$ cat config.mk
export PLATFORM = sky130hd
export DESIGN_NAME = pipeline_stage_buf
export DESIGN_NICKNAME = d
export VERILOG_FILES = /design/src/rtl/pipeline_stage_buf.sv
export SDC_FILE = /design/constraint.sdc
export NUM_CORES = 1
export LEC_CHECK = 0
export BUFFER_PORTS_ARGS = -buffer_cell sky130_fd_sc_hd__buf_2
export CORE_MARGIN = 2
export CORE_UTILIZATION = 40
export CTS_CLUSTER_DIAMETER = 120
export DETAILED_ROUTE_END_ITERATION = 16
export GPL_ROUTABILITY_DRIVEN = 0
export HOLD_SLACK_MARGIN = 0.15
export PLACE_DENSITY_LB_ADDON = 0.05
export SLEW_MARGIN = 20
export SYNTH_ARGS = -nofsm -noshare
export SYNTH_HDL_FRONTEND = slang
export SYNTH_SLANG_ARGS = --single-unit
$ cat constraint.sdc
create_clock -name CLK -period 2.8 [get_ports CLK]
set_clock_uncertainty 0.05 [all_clocks]
set_input_delay 0.14 -clock CLK [delete_from_list [all_inputs] [get_ports CLK]]
set_output_delay 0.14 -clock CLK [all_outputs]
set_load 0.05 [all_outputs]
$ cat src/rtl/pipeline_stage_buf.sv
// Purpose: one-deep pipeline register with a skid slot and a saturating downstream-stall counter.
// Latency: 1 cycle from accept to out_valid when empty; sustains one beat per cycle with out_ready held high.
// Backpressure: in_ready is registered-state only (not FULL and no flush); one skid beat absorbs a downstream stall.
module pipeline_stage_buf #(
   parameter int                 WIDTH  = 32,
   parameter logic [WIDTH-1:0]   BUBBLE = '0,
   parameter int                 CNT_W  = 16
) (
   input  logic             CLK,
   input  logic             nRST,
   input  logic             flush,
   input  logic             in_valid,
   input  logic [WIDTH-1:0] in_data,
   output logic             in_ready,
   output logic             out_valid,
   output logic [WIDTH-1:0] out_data,
   input  logic             out_ready,
   output logic [CNT_W-1:0] stall_cnt
);

   localparam logic [1:0] EMPTY = 2'd0;
   localparam logic [1:0] HALF  = 2'd1;
   localparam logic [1:0] FULL  = 2'd2;

   localparam logic [CNT_W-1:0] CNT_MAX = '1;
   localparam logic [CNT_W-1:0] CNT_ONE = CNT_W'(1);

   logic [1:0]       state;
   logic [1:0]       state_nxt;
   logic [WIDTH-1:0] main_q;
   logic [WIDTH-1:0] main_nxt;
   logic [WIDTH-1:0] skid_q;
   logic [WIDTH-1:0] skid_nxt;
   logic             accept;
   logic             drain;

   // in_ready depends only on held state and flush, so out_ready never reaches it combinationally.
   assign in_ready  = (state != FULL) && !flush;
   assign out_valid = (state != EMPTY);
   assign out_data  = out_valid ? main_q : BUBBLE;
   assign accept    = in_valid && in_ready;
   assign drain     = out_valid && out_ready;

   // Occupancy transitions; flush overrides everything and squashes both slots.
   always_comb begin
      state_nxt = state;
      main_nxt  = main_q;
      skid_nxt  = skid_q;
      case (state)
         EMPTY: begin
            if (accept) begin
               state_nxt = HALF;
               main_nxt  = in_data;
            end
         end
         HALF: begin
            case ({accept, drain})
               2'b11: main_nxt = in_data;
               2'b10: begin
                  state_nxt = FULL;
                  skid_nxt  = in_data;
               end
               2'b01: begin
                  state_nxt = EMPTY;
                  main_nxt  = BUBBLE;
               end
               default: ;
            endcase
         end
         FULL: begin
            // No accept is possible here: in_ready is low while FULL.
            if (drain) begin
               state_nxt = HALF;
               main_nxt  = skid_q;
               skid_nxt  = BUBBLE;
            end
         end
         default: begin
            state_nxt = EMPTY;
            main_nxt  = BUBBLE;
            skid_nxt  = BUBBLE;
         end
      endcase
      if (flush) begin
         state_nxt = EMPTY;
         main_nxt  = BUBBLE;
         skid_nxt  = BUBBLE;
      end
   end

   // Occupancy and payload registers.
   always_ff @(posedge CLK or negedge nRST) begin
      if (!nRST) begin
         state  <= EMPTY;
         main_q <= BUBBLE;
         skid_q <= BUBBLE;
      end else begin
         state  <= state_nxt;
         main_q <= main_nxt;
         skid_q <= skid_nxt;
      end
   end

   // Count cycles where a valid beat is held back by downstream; saturates, ignores flush.
   always_ff @(posedge CLK or negedge nRST) begin
      if (!nRST) begin
         stall_cnt <= '0;
      end else if (out_valid && !out_ready && (stall_cnt != CNT_MAX)) begin
         stall_cnt <= stall_cnt + CNT_ONE;
      end
   end

endmodule

### After elaboration in Yosys (flattened, before gate mapping)

Index checks and enable logic that the tools add are counted.

| storage, ports and cells | value |
|---|---|
| register bits after elaboration | 82 |
| output and inout bits | 50 |

| cells by class | value |
|---|---|
| add/subtract/negate cells | 1 |
| equality and inequality tests | 13 |
| muxes and demuxes | 15 |
| reductions and logical operators | 12 |

Operators by type and width:

| cell | count |
|---|---|
| $mux W32 | 7 |
| $pmux W32 S3 | 2 |
| $pmux W32 S2 | 1 |
| $add A16 B1 Y16 const B | 1 |
| $ne A16 B16 Y1 const B | 1 |
| $ne A3 B3 Y1 const B | 3 |
| $reduce_and A3 Y1 | 3 |
| $eq A2 B2 Y1 const B | 3 |
| $mux W2 | 3 |
| $pmux W2 S3 | 1 |
| $logic_and A1 B1 Y1 | 5 |
| $eq A2 B1 Y1 const B | 2 |
| $ne A2 B2 Y1 const B | 2 |
| $ne A4 B2 Y1 const B | 1 |
| $ne A4 B3 Y1 const B | 1 |
| $pmux W2 S2 | 1 |
| $logic_not A1 Y1 | 2 |
| $logic_not A2 Y1 | 1 |
| $reduce_bool A2 Y1 | 1 |

### Longest topological paths before layout

| depth | value |
|---|---|
| depth after elaboration | 7 |
| mapped depth | 7 |

### Worst setup path after synthesis

OpenSTA, ideal clock, no wires.

| timing path | value |
|---|---|
| kind | register to register |
| from | register stall_cnt[0] |
| to | register stall_cnt[7] |
| data arrival time | 1.997 ns |
| required time | 2.605 ns |
| setup slack | 0.608 ns |
| stages on the path, launching flop included | 7 |
| buffers on the path | 1 |
| cells stage by stage | dfrtp_1 ha_1 nand4_1 nor4_2 buf_2 nor4_1 xor2_1 |

| on the way | value |
|---|---|
| word-level cells in the longest chain between the ends | 2 |
| elaborated cells on any way between the ends | 3 |
| those cells by class | add/sub: 1; eq/ne: 1; reduce/logical: 1 |

Ends and longest elaborated chain:

| what | line | text |
|---|---|---|
| start: declaration | 18 | `output logic [CNT_W-1:0] stall_cnt` |
| start signal: assignment | 109 | `stall_cnt <= stall_cnt + CNT_ONE;` |
| branches (longest 2 deep; another with $add A16 B1 Y16) | n/a |  |

Parallel ways; which one is timed is not known.
A chain may end at the register's enable or synchronous reset.

### Worst setup path in the final report

| timing path | value |
|---|---|
| from | register state[1] |
| to | register state[1] |

| on the way | value |
|---|---|
| word-level cells in the longest chain between the ends | 7 |
| elaborated cells on any way between the ends | 17 |
| those cells by class | eq/ne: 8; mux: 3; reduce/logical: 6 |

Ends and longest elaborated chain:

| what | line | text |
|---|---|---|
| start: declaration | 28 | `logic [1:0] state;` |
| start signal: assignment | 98 | `state <= state_nxt;` |
| $ne A2 B2 Y1 | 38 | `assign in_ready = (state != FULL) && !flush;` |
| $logic_and A1 B1 Y1 | 38 |  |
| $logic_and A1 B1 Y1 | 41 | `assign accept = in_valid && in_ready;` |
| $eq A2 B1 Y1 or $eq A2 B2 Y1 (tied branches) | 57 | `case ({accept, drain})` |
| $pmux W2 S2 | 57 |  |
| $pmux W2 S3 | 49 | `case (state)` |
| $mux W2 | 84 | `if (flush) begin` |

Parallel ways exist; a longest one is shown, timed or not. The select of a mux whose other input is x is not followed.

==> impl_results.md <==
- Combinational family with the most area after synthesis: simple AND/OR/NAND/NOR gates
- Yosys top cell by area: dfrtp_1
- Seq/Total Area, Yosys: about half
- Routed len/inst: ~15 um
- Clock transition at path regs: around 0.080 ns
- Final Instance Area: 5220 um^2
- Synth area leaders: dfrtp_1 (51%), mux2i_1 (8.8%), o2bb2ai_1 (7.3%), a22oi_1 (6.0%), nor2b_1 (5.5%)
- Top cells by count, synth: dfrtp_1 (82), inv_1 (36), nand2_1 (36)
- Hold Slack: about 0.22 ns
- Final hold violation count: 0
- Ys flop type: dfrtp_1
- # rows: 36
- Post-synth top area share: about half
- Share of cells above drive strength 1: approximately a quarter
- Flop2flop setup slack: between 0.5 and 0.6 ns
- FILL cells: between 900 and 1000
- Final Cycle Share: between 80 and 90%
- Final Power: around 3.0 mW
- CTS tree: yes
- H-tree depth: 3
- Hold path cells: 4
- Crit path max fanout: 28
- Tot GR Track Use: a little under a fifth
- Final net count: 534
- Starting Density: roughly two fifths
- Grt ovf: 0
- Core area: around 10000 um^2
- Synth Area in Simple Gates: between 10 and 15%
- Chip Height: 104 um
- Critical Path RT: ~3.0 ns
- Min cycle time layout: about 2.3 ns
- P_leak: roughly 2.5 nW
- DR pass1 iterations: 5
- Pin count of the biggest net entering global routing: 48
- Status: completed
- Reg2reg path depth: 5
- Max Cap Viol: 0
- Pwr dens: approximately 570 nW/um^2
- Worst Hold End: state[0]
- Worst Path Arrival: around 2.5 ns
- Setup_tns: 0 ns
- Footprint of the multi-input gates: 1720 um^2
- Hold Path Class: in -> reg
- Layout area overhead: 30.9%
- Synth Area in Adders: less than 1%
- Fmax: about 0.44 GHz
- Post-synth EDFFs: 0
- Post-layout util: a little over half
- Worst vdd ir: 0.000456 V
- Top Ports: a little under 90
- Buffers on Ports: 86
- Post-cts resize count: 0
- Initial antenna violation count: 0
- Synth Cell Area: ~4000 um^2
- Post-synthesis cell type count: 33
- Non-filler cells, final: about 630
- Synth async-reset ratio: between 90% and 100%
- First-pass GRT wire length: between 15 and 20 mm
- Worst Setup Start Kind: flip-flop
- Synth Area in XOR/XNOR: approximately 3.1%
- Setup crit end kind: flip-flop
- Final worst-path setup slack: approximately 0.54 ns
- Final setup violation count: 0
- Synthesized area per cell: roughly 11 um^2
- Max clock buf depth: 2
- Postcts setup bufs: 0
- Num CTS Buffers: 9
- Ant. Diodes: 0
- Post-placement setup slack: just over 0.8 ns
- Most frequent cell after synthesis: dfrtp_1
- Drt total wl: 9.68 mm
- Tightest Pin Transition: roughly 0.63 ns
- Vias: about 3100
- Crit Reg-Reg Endpoint: state[1]
- # DRC: 0
- DR iter-0 viols: 111
- Area after DPL: ~4600 um^2
- HPWL after DPL: around 6.1 mm
- Final ANT Viol Nets: 0
- Root Driver: clkbuf_8
- Via density: ~5.0
- CP Class: reg -> reg
- Vias in the first global route: approximately 3300
- FF-to-FF Start: state[1]
- RSZ-0062 raised after global routing: no
- Die area: between 10000 and 15000 um^2
- Mapped Cells: around 380
- Post-synthesis compound-gate area fraction: between 10 and 15%
- # clock sinks: slightly above 80
- Cell Count Post-Placement: 582
- Slew headroom: between 50% and 60%
- Mux contribution to synthesized area: roughly 9%
- Slew Viols, Final: 0
- HP Start: in_valid
- Register area: between 2000 and 2500 um^2
- Skew-Pair Late Insertion Delay: between 0.3 and 0.4 ns
- Synth Warn #: 0
- Die X: around 100 um
- Yosys reg bits: between 80 and 90
- Syn_nets: 417
-- state kept, by name, indices dropped and copies added, names as in the netlist --
name / cells
main_q: 32
stall_cnt: 16
skid_q: 32
state: 2
-- routing by layer --
metal,GRT usage (%),vias to the layer above,share of wire (%)
met5,0,-,0
met4,6.85,0,1.4
met3,2.89,13,3.3
met2,31.3,63,48
met1,25.1,1526,48
li1,-,1540,-
-- kinds of logic (layout without fill, tap and decap cells) --
family | Yosys count | in the layout
multiplexers | 36 | 36
AO/OA/AOI/OAI | 72 | 72
AND/OR/NAND/NOR | 109 | 109
buffers and inverters | 65 | 187
flip-flops | 82 | 82
adder cells (fa/ha/maj) | 1 | 1
XOR/XNOR | 14 | 14
-- how the worst max path moves through the flow --
stage / start / endpoint / slack [ns] / cells past startpoint
after floorplan: stall_cnt[0] / stall_cnt[7] / 0.61 / 6
after global placement: state[1] / stall_cnt[15] / 0.84 / 4
after detailed placement: state[1] / stall_cnt[15] / 0.82 / 4
after CTS: state[1] / state[1] / 0.53 / 5
after global routing: state[1] / state[1] / 0.39 / 5
final: state[1] / state[1] / 0.54 / 5
-- power by group --
group          internal, mW  leakage, nW  switching [mW]
clock network         0.524        0.109           0.432
logic                 0.229         1.29           0.432
registers              1.28         1.10          0.0833
total                  2.03         2.51           0.948
-- critical path, cell delays in order, from the launching register on --
cell and delay [ns]:
dfrtp_1 0.64, nor2b_4 0.35, buf_4 0.38, a21oi_1 0.09, nor3_1 0.13, dlygate4sd3_1 0.56
-- final cells by class --
cell class | instances | share of cell area (%)
Timing Repair Buffer | 135 | 17.8
Inverter | 36 | 2.59
Sequential cell | 82 | 39.3
Clock inverter | 5 | 1.49
Clock buffer | 11 | 2.71
Tap cell | 133 | 3.19
Multi-Input combinational cell | 232 | 32.9
-- what timing repair did --
item / 4_1_cts / 5_1_grt
hold buffers: 36 / 0
endpoints found under the hold margin: 111 / 0
endpoints found under the setup margin: 0 / 0
-- cells in the final DEF (no fill, tap or decap), types with 2 or more instances in the layout --
master / instances
nand3_1: 4
nor3_1: 4
nor4_2: 2
nor3b_1: 2
xor2_1: 13
buf_2: 85
clkbuf_8: 10
nand2_1: 36
a21oi_1: 3
buf_12: 3
nand2b_1: 3
a22oi_1: 32
inv_1: 36
nor2b_1: 33
nor2_4: 2
bufinv_16: 2
nor2_1: 5
o2bb2ai_1: 33
nor4_1: 6
mux2i_1: 35
nand4_1: 4
buf_4: 11
clkinv_2: 2
dlygate4sd3_1: 36
dfrtp_1: 82
(Power assumes the default switching activity.)
